$ cat src/rtl/multicycle_controller.sv
// Multi-cycle control FSM for an RV32I core: fetch, decode, execute, memory, writeback.
// Define CORE_PERF_CNT_EN to add the cycle_cnt / instret_cnt performance counters.
module multicycle_controller #(
  parameter int          CNT_WIDTH      = 32,
  parameter int unsigned TRAP_ON_SYSTEM = 1
) (
  input  logic                 clk,
  input  logic                 reset,
  input  logic [6:0]           opcode,
  input  logic                 branch_taken,
  input  logic                 stall,
  input  logic                 imem_ready,
  input  logic                 dmem_ready,
  output logic                 imem_req,
  output logic                 dmem_req,
  output logic                 dmem_we,
  output logic                 ir_write,
  output logic                 pc_write,
  output logic [1:0]           pc_src,
  output logic                 reg_write,
  output logic [1:0]           wb_sel,
  output logic                 alu_src_imm,
  output logic                 trap,
`ifdef CORE_PERF_CNT_EN
  output logic [CNT_WIDTH-1:0] cycle_cnt,
  output logic [CNT_WIDTH-1:0] instret_cnt,
`endif
  output logic [2:0]           state_o
);

  typedef enum logic [2:0] {
    ST_BOOT   = 3'd0,
    ST_FETCH  = 3'd1,
    ST_DECODE = 3'd2,
    ST_EXEC   = 3'd3,
    ST_MEM    = 3'd4,
    ST_WB     = 3'd5,
    ST_TRAP   = 3'd7
  } state_e;

  typedef enum logic [3:0] {
    CLS_NONE    = 4'd0,
    CLS_LUI     = 4'd1,
    CLS_AUIPC   = 4'd2,
    CLS_JAL     = 4'd3,
    CLS_JALR    = 4'd4,
    CLS_BRANCH  = 4'd5,
    CLS_LOAD    = 4'd6,
    CLS_STORE   = 4'd7,
    CLS_OPIMM   = 4'd8,
    CLS_OP      = 4'd9,
    CLS_FENCE   = 4'd10,
    CLS_SYSTEM  = 4'd11,
    CLS_ILLEGAL = 4'd12
  } cls_e;

  function automatic cls_e decode_cls(input logic [6:0] op);
    case (op)
      7'b0110111: decode_cls = CLS_LUI;
      7'b0010111: decode_cls = CLS_AUIPC;
      7'b1101111: decode_cls = CLS_JAL;
      7'b1100111: decode_cls = CLS_JALR;
      7'b1100011: decode_cls = CLS_BRANCH;
      7'b0000011: decode_cls = CLS_LOAD;
      7'b0100011: decode_cls = CLS_STORE;
      7'b0010011: decode_cls = CLS_OPIMM;
      7'b0110011: decode_cls = CLS_OP;
      7'b0001111: decode_cls = CLS_FENCE;
      7'b1110011: decode_cls = CLS_SYSTEM;
      default:    decode_cls = CLS_ILLEGAL;
    endcase
  endfunction

  state_e     state_r;
  state_e     next_raw_s;
  state_e     next_state_s;
  cls_e       cls_r;
  cls_e       dec_cls_s;
  logic       stall_eff_s;
  logic       imem_req_s;
  logic       dmem_req_s;
  logic       ir_write_s;
  logic       pc_write_s;
  logic       reg_write_s;
  logic       dmem_we_s;
  logic [1:0] pc_src_s;
  logic [1:0] wb_sel_s;
  logic       alu_src_imm_s;
  logic       trap_s;

  assign dec_cls_s   = decode_cls(opcode);
  // stall freezes every working state; BOOT and TRAP ignore it
  assign stall_eff_s = stall & (state_r != ST_BOOT) & (state_r != ST_TRAP);

  // State register
  always_ff @(posedge clk or negedge reset) begin
    if (!reset) begin
      state_r <= ST_BOOT;
    end else begin
      state_r <= next_state_s;
    end
  end

  // Instruction class latched at the end of an unstalled DECODE cycle
  always_ff @(posedge clk or negedge reset) begin
    if (!reset) begin
      cls_r <= CLS_NONE;
    end else if ((state_r == ST_DECODE) && !stall) begin
      cls_r <= dec_cls_s;
    end else begin
      cls_r <= cls_r;
    end
  end

  // Next-state and raw (pre-stall) output decode
  always_comb begin
    next_raw_s    = state_r;
    imem_req_s    = 1'b0;
    dmem_req_s    = 1'b0;
    dmem_we_s     = 1'b0;
    ir_write_s    = 1'b0;
    pc_write_s    = 1'b0;
    pc_src_s      = 2'b00;
    reg_write_s   = 1'b0;
    wb_sel_s      = 2'b00;
    alu_src_imm_s = 1'b0;
    trap_s        = 1'b0;
    case (state_r)
      ST_BOOT: next_raw_s = ST_FETCH;
      ST_FETCH: begin
        imem_req_s = 1'b1;
        if (imem_ready) begin
          ir_write_s = 1'b1;
          next_raw_s = ST_DECODE;
        end else begin
          next_raw_s = ST_FETCH;
        end
      end
      ST_DECODE: begin
        if ((dec_cls_s == CLS_ILLEGAL) ||
            ((dec_cls_s == CLS_SYSTEM) && (TRAP_ON_SYSTEM != 0))) begin
          next_raw_s = ST_TRAP;
        end else begin
          next_raw_s = ST_EXEC;
        end
      end
      ST_EXEC: begin
        alu_src_imm_s = (cls_r != CLS_OP) && (cls_r != CLS_BRANCH);
        case (cls_r)
          CLS_BRANCH: begin
            pc_write_s = 1'b1;
            pc_src_s   = branch_taken ? 2'b01 : 2'b00;
            next_raw_s = ST_FETCH;
          end
          CLS_FENCE, CLS_SYSTEM: begin
            pc_write_s = 1'b1;
            next_raw_s = ST_FETCH;
          end
          CLS_LOAD, CLS_STORE: next_raw_s = ST_MEM;
          CLS_LUI, CLS_AUIPC, CLS_JAL, CLS_JALR, CLS_OPIMM, CLS_OP: next_raw_s = ST_WB;
          default: next_raw_s = ST_BOOT;
        endcase
      end
      ST_MEM: begin
        dmem_req_s    = 1'b1;
        dmem_we_s     = (cls_r == CLS_STORE);
        alu_src_imm_s = 1'b1;
        if (dmem_ready) begin
          if (cls_r == CLS_STORE) begin
            pc_write_s = 1'b1;
            next_raw_s = ST_FETCH;
          end else begin
            next_raw_s = ST_WB;
          end
        end else begin
          next_raw_s = ST_MEM;
        end
      end
      ST_WB: begin
        reg_write_s = 1'b1;
        pc_write_s  = 1'b1;
        next_raw_s  = ST_FETCH;
        case (cls_r)
          CLS_LOAD: wb_sel_s = 2'b01;
          CLS_JAL:  begin wb_sel_s = 2'b10; pc_src_s = 2'b01; end
          CLS_JALR: begin wb_sel_s = 2'b10; pc_src_s = 2'b10; end
          default:  wb_sel_s = 2'b00;
        endcase
      end
      ST_TRAP: begin
        trap_s     = 1'b1;
        next_raw_s = ST_TRAP;
      end
      default: next_raw_s = ST_BOOT;
    endcase
  end

  assign next_state_s = stall_eff_s ? state_r : next_raw_s;

  assign imem_req    = imem_req_s  & ~stall_eff_s;
  assign dmem_req    = dmem_req_s  & ~stall_eff_s;
  assign ir_write    = ir_write_s  & ~stall_eff_s;
  assign pc_write    = pc_write_s  & ~stall_eff_s;
  assign reg_write   = reg_write_s & ~stall_eff_s;
  assign dmem_we     = dmem_we_s;
  assign pc_src      = pc_src_s;
  assign wb_sel      = wb_sel_s;
  assign alu_src_imm = alu_src_imm_s;
  assign trap        = trap_s;
  assign state_o     = state_r;

`ifdef CORE_PERF_CNT_EN
  logic [CNT_WIDTH-1:0] cycle_cnt_r;
  logic [CNT_WIDTH-1:0] instret_cnt_r;
  localparam logic [CNT_WIDTH-1:0] CNT_ONE = {{(CNT_WIDTH-1){1'b0}}, 1'b1};

  // Performance counters, frozen in BOOT and TRAP, wrapping naturally
  always_ff @(posedge clk or negedge reset) begin
    if (!reset) begin
      cycle_cnt_r   <= {CNT_WIDTH{1'b0}};
      instret_cnt_r <= {CNT_WIDTH{1'b0}};
    end else begin
      if ((state_r != ST_BOOT) && (state_r != ST_TRAP)) begin
        cycle_cnt_r <= cycle_cnt_r + CNT_ONE;
      end else begin
        cycle_cnt_r <= cycle_cnt_r;
      end
      if (pc_write) begin
        instret_cnt_r <= instret_cnt_r + CNT_ONE;
      end else begin
        instret_cnt_r <= instret_cnt_r;
      end
    end
  end

  assign cycle_cnt   = cycle_cnt_r;
  assign instret_cnt = instret_cnt_r;
`endif

endmodule

$ cat config.mk
export PLATFORM = sky130hd
export DESIGN_NAME = multicycle_controller
export DESIGN_NICKNAME = d
export VERILOG_FILES = /design/src/rtl/multicycle_controller.sv
export SDC_FILE = /design/constraint.sdc
export NUM_CORES = 1
export LEC_CHECK = 0
export CORE_MARGIN = 2
export CORE_UTILIZATION = 29
export CTS_BUF_LIST = sky130_fd_sc_hd__clkbuf_2
export DETAILED_ROUTE_END_ITERATION = 8
export SKIP_LAST_GASP = 1
export SLEW_MARGIN = 20
export SYNTH_ARGS = -nofsm -noshare
export SYNTH_HDL_FRONTEND = slang
export SYNTH_SLANG_ARGS = --single-unit
$ cat constraint.sdc
create_clock -name clk -period 2.15 [get_ports clk]
set_clock_uncertainty 0.2 [all_clocks]
set_input_delay 0.645 -clock clk [delete_from_list [all_inputs] [get_ports clk]]
set_output_delay 0.645 -clock clk [all_outputs]
set_load 0.005 [all_outputs]
== Word-level counts from Yosys, hierarchy flattened ==
Index checks and enable logic that the tools add are counted.

* Register bits after elaboration: 7
* Logic and storage cells: 79
* Output and inout bits: 15
* Input port bits: 13

* Multiplexer cells: 25
* Equality and inequality tests: 33
* Reductions and logical operators: 11
* Bitwise operators: 8

{| class="wikitable"
|+ Operators by type and width
! operator !! number
|-
| case mux 4 bit (11 select lines) || 1
|-
| equality test 7 bit, second input constant || 4
|-
| equality test 4 bit, second input constant || 6
|-
| equality test 7 x 6 -> 1 bit, second input constant || 3
|-
| case mux 3 bit (6 select lines) || 1
|-
| equality test 4 x 3 -> 1 bit, second input constant || 4
|-
| equality test 7 x 5 -> 1 bit, second input constant || 2
|-
| 2-to-1 mux 1 bit || 12
|-
| case mux 2 bit (2 select lines) || 3
|-
| equality test 3 bit, second input constant || 3
|-
| 2-to-1 mux 3 bit || 3
|-
| case mux 3 bit (3 select lines) || 1
|-
| equality test 4 x 2 -> 1 bit, second input constant || 2
|-
| AND 1 bit || 7
|-
| equality test 7 x 2 -> 1 bit, second input constant || 1
|-
| equality test 7 x 4 -> 1 bit, second input constant || 1
|-
| equality test 3 x 2 -> 1 bit, second input constant || 2
|-
| OR reduction 2 bit || 3
|-
| OR reduction 6 bit || 1
|-
| equality test 4 x 1 -> 1 bit, second input constant || 1
|-
| 2-to-1 mux 2 bit || 2
|-
| inequality test 4 x 3 -> 1 bit, second input constant || 1
|-
| inequality test 4 bit, second input constant || 1
|-
| equality test 3 x 1 -> 1 bit, second input constant || 1
|-
| other kinds (10) || 11
|}

== Longest topological paths before layout ==
Gate-level depths: netlist of run 1.

* Word-level depth: 6
* Mapped depth: 5
* Depth with buffers taken out: 4

== Worst setup path after synthesis of run 1 ==
Ideal clock, no wire load.

* Path type: register to output
* From: register cls_r[3]
* To: output pc_write
* Path buffers: 1
* Stages on the path, launching flop included: 6
* Arrival: 1.199 ns
* Data required time: 1.305 ns
* Path slack: 0.106 ns
* Cell sequence: dfrtp_1 -> buf_2 -> nor2b_4 -> a32oi_1 -> or3_1 -> a31oi_1

* Longest elaborated chain between the ends: 5
* Elaborated cells on any way between the ends: 10
* Those cells by class: eq/ne (4); mux (4); bitwise (1); reduce/logical (1)

{| class="wikitable"
|+ RTL lines
! item !! line !! RTL
|-
| start, declared || 77 || <nowiki>cls_e cls_r;</nowiki>
|-
| start signal, assigned || 109 || <nowiki>cls_r <= dec_cls_s;</nowiki>
|-
| start signal, assigned || 111 || <nowiki>cls_r <= cls_r;</nowiki>
|-
| equality test 4 bit, or another cell as far along || 149 || <nowiki>case (cls_r)</nowiki>
|-
| OR reduction 3 bit (no line) or 2-to-1 mux 1 bit (tied branches) || -- ||
|-
| 2-to-1 mux 1 bit, on equally long branches || 149, 168 ||
|-
| case mux 1 bit (3 select lines) (*) || 128 || <nowiki>case (state_r)</nowiki>
|-
| AND 1 bit (*) || 203 || <nowiki>assign pc_write = pc_write_s & ~stall_eff_s;</nowiki>
|-
| end, declared || 18 || <nowiki>output logic pc_write,</nowiki>
|}

Every way passes the cells marked *; elsewhere a longest branch is shown, timed or not.

== Worst setup path in the final report of run 1 ==
* From: register cls_r[1]
* To: output pc_write

The elaborated chain is that of the path after synthesis.

==> impl_metrics.csv, run 1 <==
group,metric,value,unit
cells_and_area,fillerInstances,250,
timing,hold_viol_final,0,
place,place_congestion,0.8685,
detailed_routing,ant_nets,0,
timing,finalSetupViolations,9,
floorplan,start_util,0.3031,
clock_network,cts_tree,"done",
cells_and_area,drive_above_1_share,0.5538,
clock_network,clock_path_buffers,2,
setup_path,slowest_stage,"dfrtp_1",
detailed_routing,drc,0,
global_routing,track_usage,0.1769,
setup_path,crit_path_start_kind,"flop",
setup_path,crit_arrival,1.57,ns
logic_synthesis,ys_seq_area_frac,0.2096,
detailed_routing,dr.pass1.iters,4,
timing,slew_violations,0,
clock_network,cts_hold_buf,0,
cells_and_area,syn2layout_area_growth,100.1,%
timing,max_freq,414.5,MHz
status,violations,"negative setup slack",
logic_synthesis,post-synth-top-area-cell,"dfrtp_1",
floorplan,rows,19,
global_routing,grt_pass1_wl,4671,um
timing,period_minus_slack,2.412,ns
logic_synthesis,synthTopCellsByArea,"dfrtp_1, nand2_1, nor2_1, a21oi_1, nor2b_1",
cells_and_area,final_core_util,0.6066,
global_routing,grt_overflow_total,0,
clock_network,cts_max_level,1,
logic_synthesis,ys_ff_latch,7,
setup_path,endpoint_kind,"primary output",
floorplan,die_area,0.003328,mm^2
status,status,"complete, but fails checks",
setup_path,max_stage_delay,0.42,ns
timing,finalCritPeriodShare,1.122,
detailed_routing,dr_total_vias,1138,
min_path,hp-class,"input pin to async pin",
setup_path,worst-path-buf-inv,2,
place,placedCellCount,199,
detailed_routing,vias_per_cell,5.035,
logic_synthesis,synth_top_cell_area_share,0.2096,
place,hpwl,2061,um
global_routing,grt_max_degree,12,
cells_and_area,antennaDiodeCount,0,
setup_path,path_max_fanout,3,
timing,whs,0.4620,ns
setup_path,critPathTopFamily,"simple AND/OR/NAND/NOR gates",
power_and_ir_drop,power,1.487,mW
timing,maxSlewHeadroom,0.7172,
place,io_buffer_count,27,
logic_synthesis,syn_avg_cell_area,7.396,um^2
logic_synthesis,yosysWarnings,0,
setup_path,path_class,"flop to primary output",
clock_network,cts-root-buf,"clkbuf_2",
logic_synthesis,synth_cell_types,43,
clock_network,numCtsBuffers,3,
clock_network,clkLatencyLatePin,0.23,ns
floorplan,core-area,0.002758,mm^2
global_routing,first_global_vias,1144,
detailed_routing,post_drt_wl_per_cell,13.00,um
cells_and_area,finalNonFillerCells,226,
setup_path,worstPathCellList,"buf_6 -> nor2b_4 -> a32oi_1 -> or3_1 -> a31oi_1 -> buf_2",
clock_network,cts.sinks,7,
floorplan,die_h,57.69,um
flow_run,max-cap-violations,0,
logic_synthesis,synthesis.area,835.8,um^2
setup_path,required,1.30,ns
timing,fin_ws,-0.2624,ns
floorplan,io_pins,28,
logic_synthesis,syn-num-nets,126,
clock_network,path_clk_slew,0.08,ns
power_and_ir_drop,max-vdd-ir-drop,652.6,uV
timing,worst_pin_slew,0.4134,ns
detailed_routing,drt_iter0_drc,18,
logic_synthesis,synth_cells,113,
power_and_ir_drop,power_density,888.9,mW/mm^2
global_routing,antenna_found_initial,0,
floorplan,die_width,57.69,um
cells_and_area,fin_nets,209,
power_and_ir_drop,p_leak,0.8226,nW
timing,rsz0062_at_grt,"true",
detailed_routing,totalWireLength,2937,um
kinds of logic (layout without fill, tap and decap cells):
logic type      Yosys count  after routing  synth area share
simple gates             56             56            0.3728
xor+xnor                  2              2           0.02096
flops                     7              7            0.2096
compound gates           32             32            0.2710
buf+inv                  15             97            0.1078
mux                       1              1           0.01796
registers in the layout, indices dropped and copies added, names as in the netlist:
register / cells
cls_r: 4
state_o: 3
per-layer routing:
metal  global-route usage  wire (um)  vias up
met5                    0          0        -
li1                     -          -      565
met2               0.3604       1657       38
met1               0.1819       1102      531
met3              0.01563        147        4
met4              0.06645         29        0
report_power, final:
group	switching [mW]	leakage [nW]	internal [mW]
registers	0.0598	0.0832	0.185
clock network	0.0466	0.0166	0.0494
logic	0.472	0.723	0.674
path summary, 6_finish.rpt:
kind                                             start                      to  slack (ns)  cells after the start
worst max register to register  state_o[2]$_DFFE_PN0N_  state_o[0]$_DFFE_PN0N_       -0.08                     13
max in group asynchronous                        reset    cls_r[2]$_DFFE_PN0P_        1.02                      1
worst min-delay path                             reset    cls_r[1]$_DFFE_PN0P_        0.46                      1
worst max-delay path              cls_r[1]$_DFFE_PN0P_                pc_write       -0.26                      6
worst min register to register    cls_r[0]$_DFFE_PN0P_    cls_r[0]$_DFFE_PN0P_        0.48                      3
min in group clk                  cls_r[0]$_DFFE_PN0P_    cls_r[0]$_DFFE_PN0P_        0.48                      3
area by class of cell:
type / instances / area, um^2 / area share
Timing Repair Buffer: 88 / 723.2 / 0.4323
Multi-Input combinational cell: 91 / 694.4 / 0.4151
Sequential cell: 7 / 177.7 / 0.1062
Tap cell: 31 / 38.79 / 0.02319
Clock buffer: 4 / 20.02 / 0.01197
Inverter: 5 / 18.77 / 0.01122
cells in the final DEF, fill, tap and decap left out, types with 2 or more instances in the layout:
master,instances
a21oi_1,7
a31oi_1,2
a32o_1,2
and3_1,3
buf_2,11
buf_4,47
buf_6,14
clkbuf_2,4
clkdlybuf4s50_1,9
dfrtp_1,5
dfrtp_2,2
dlygate4sd2_1,5
inv_1,3
inv_2,2
nand2_1,11
nand2_4,3
nand2b_1,3
nand3_1,2
nor2_1,10
nor2_4,2
nor2b_1,2
nor2b_4,6
nor3_1,2
nor3_2,4
o21ai_0,5
o21ai_1,3
synth_stat cells, drive strengths merged:
cell type and count:
a2111oi 1, a21o 1, a21oi 8, a22o 1, a22oi 2, a311o 1, a31oi 2, a32o 2
a32oi 1, a41oi 1, and3 4, buf 8, clkbuf 2, dfrtp 7, inv 5, mux2 1
nand2 15, nand2b 3, nand3 3, nor2 13, nor2b 8, nor3 6, nor3b 1, nor4b 1
nor4bb 1, o21ai 8, o22ai 1, o311ai 1, o31ai 1, o41ai 1, or3 1, xnor2 1
xor2 1
timing repair:
| item | CTS | global route |
|---|---|---|
| pin swaps | 13 | 7 |
| endpoints found under the setup margin | 15 | 14 |
| resized for setup | 78 | 18 |
| buffers inserted | 22 | 6 |
| cloned | 0 | 0 |
per-stage QoR:
stage / instance area (um^2) / setup TNS (ns) / setup WS [ns]
after floorplan: 835.8 / 0 / 0.1060
after global placement: 1359 / -4.767 / -0.6141
after detailed placement: 1359 / -5.153 / -0.6424
after CTS: 1585 / -1.135 / -0.2919
after global routing: 1673 / -2.291 / -0.4050
final: 1673 / -1.119 / -0.2624
(Power assumes the default switching activity.)
==> run 2: changes to the inputs <==
Settings changed: TNS_END_PERCENT from default to 1.
==> impl_metrics.csv, run 2 (synthesis results as in run 1) <==
group,metric,value,unit
place,hpwl,2061,um
clock_network,clkLatencyLatePin,0.22,ns
detailed_routing,dr_total_vias,1062,
global_routing,grt_max_degree,12,
global_routing,grt_overflow_total,0,
cells_and_area,regArea,177.7,um^2
setup_path,crit_arrival,1.59,ns
global_routing,grt_pass1_wl,4374,um
cells_and_area,multi_input_area,601.8,um^2
floorplan,die_area,0.003328,mm^2
setup_path,r2r_start,"state_o[2]$_DFFE_PN0N_",
clock_network,numCtsBuffers,3,
setup_path,crit_path_start_kind,"flop",
status,violations,"negative setup slack",
place,io_buffer_count,27,
clock_network,cts-root-buf,"clkbuf_2",
setup_path,path_max_fanout,6,
cells_and_area,top_register,"cls_r",
clock_network,cts_max_level,1,
detailed_routing,drc,0,
place,placedCellCount,199,
global_routing,first_global_vias,1051,
setup_path,required,1.30,ns
timing,rsz0062_at_grt,"true",
setup_path,endpoint_kind,"primary output",
clock_network,cts_hold_buf,0,
cells_and_area,largest_reg_flops,4,
floorplan,die_width,57.69,um
clock_network,clock_path_buffers,2,
cells_and_area,final_core_util,0.5290,
timing,hold_viol_final,0,
detailed_routing,totalWireLength,2590,um
setup_path,rrSetupSlack,0.33,ns
floorplan,io_pins,28,
setup_path,crit_start,"cls_r[2]$_DFFE_PN0P_",
timing,maxSlewHeadroom,0.7180,
cells_and_area,syn2layout_area_growth,74.55,%
timing,slew_violations,0,
power_and_ir_drop,power_density,833.6,mW/mm^2
clock_network,path_clk_slew,0.07,ns
cells_and_area,fillerInstances,271,
global_routing,track_usage,0.1662,
detailed_routing,post_drt_wl_per_cell,12.27,um
clock_network,cts.sinks,7,
timing,finalSetupViolations,15,
setup_path,path_class,"flop to primary output",
power_and_ir_drop,max-vdd-ir-drop,466.8,uV
power_and_ir_drop,p_leak,0.7093,nW
cells_and_area,drive_above_1_share,0.3944,
min_path,hp-class,"input pin to async pin",
detailed_routing,drt_iter0_drc,34,
timing,period_minus_slack,2.431,ns
cells_and_area,fin_nets,194,
cells_and_area,antennaDiodeCount,0,
floorplan,core-area,0.002758,mm^2
floorplan,start_util,0.3031,
floorplan,die_h,57.69,um
place,place_congestion,0.8685,
detailed_routing,dr.pass1.iters,4,
flow_run,max-cap-violations,0,
floorplan,rows,19,
clock_network,cts_tree,"done",
timing,fin_ws,-0.2806,ns
timing,worst_pin_slew,0.4124,ns
timing,finalCritPeriodShare,1.131,
timing,max_freq,411.4,MHz
cells_and_area,finalNonFillerCells,211,
detailed_routing,ant_nets,0,
status,status,"complete, but fails checks",
global_routing,antenna_found_initial,0,
detailed_routing,vias_per_cell,5.033,
cells_and_area,mostFrequentLayoutCell,"buf_4",
cells_and_area,mostFrequentLayoutCells,"buf_4, clkdlybuf4s50_1, nand2_1",
-- run 2: worst max-delay path, cell delays in order (launching register included) --
cell and delay, ns:
dfrtp_2 0.45, buf_4 0.16, nor2b_4 0.10, a32oi_1 0.06, or3_1 0.33, a31oi_1 0.13, buf_2 0.14
-- run 2: worst paths after layout --
path,end,depth (start not counted)
hold / removal,cls_r[1]$_DFFE_PN0P_,1
min in group clk,cls_r[0]$_DFFE_PN0P_,3
setup reg to reg,cls_r[1]$_DFFE_PN0P_,8
hold reg to reg,cls_r[0]$_DFFE_PN0P_,3
setup / recovery,pc_write,6
max in group asynchronous,cls_r[2]$_DFFE_PN0P_,1
-- run 2: final cells by class --
cell class	instances	area share
Multi-Input combinational cell	91	0.4125
Timing Repair Buffer	73	0.4125
Clock buffer	4	0.01372
Sequential cell	7	0.1218
Inverter	5	0.01286
Tap cell	31	0.02659
-- run 2: where the power goes --
part / leakage [nW] / switching (mW) / total, mW / internal [mW]
logic: 0.609 / 0.372 / 0.876 / 0.504
registers: 0.0832 / 0.0616 / 0.246 / 0.185
clock network: 0.0166 / 0.0444 / 0.0938 / 0.0494
-- run 2: timing repair --
action	CTS	global route
cloned	0	0
endpoints found under the setup margin	15	15
buffers inserted	8	0
pin swaps	4	0
gates resized for setup	32	0
-- run 2: through the flow --
stage / power [mW] / setup slack, ns / hold WS [ns] / setup TNS [ns] / instance area (um^2)
after CTS: 1.218 / -0.3098 / 0.4589 / -2.438 / 1459
after floorplan: 0.6317 / 0.1060 / 0.1494 / 0 / 835.8
after detailed placement: 1.007 / -0.6424 / 0.4368 / -5.153 / 1359
final: 1.216 / -0.2806 / 0.4659 / -2.229 / 1459
after global placement: 0.9907 / -0.6141 / 0.4395 / -4.767 / 1359
after global routing: 1.326 / -0.4272 / 0.4599 / -3.711 / 1459
-- run 2: per-layer routing --
layer	up-vias	wire length, um	global-route usage
met5	-	0	0
met2	44	1336	0.3198
met4	0	48	0.06645
met3	8	144	0.02009
met1	473	1060	0.1819
li1	537	-	-
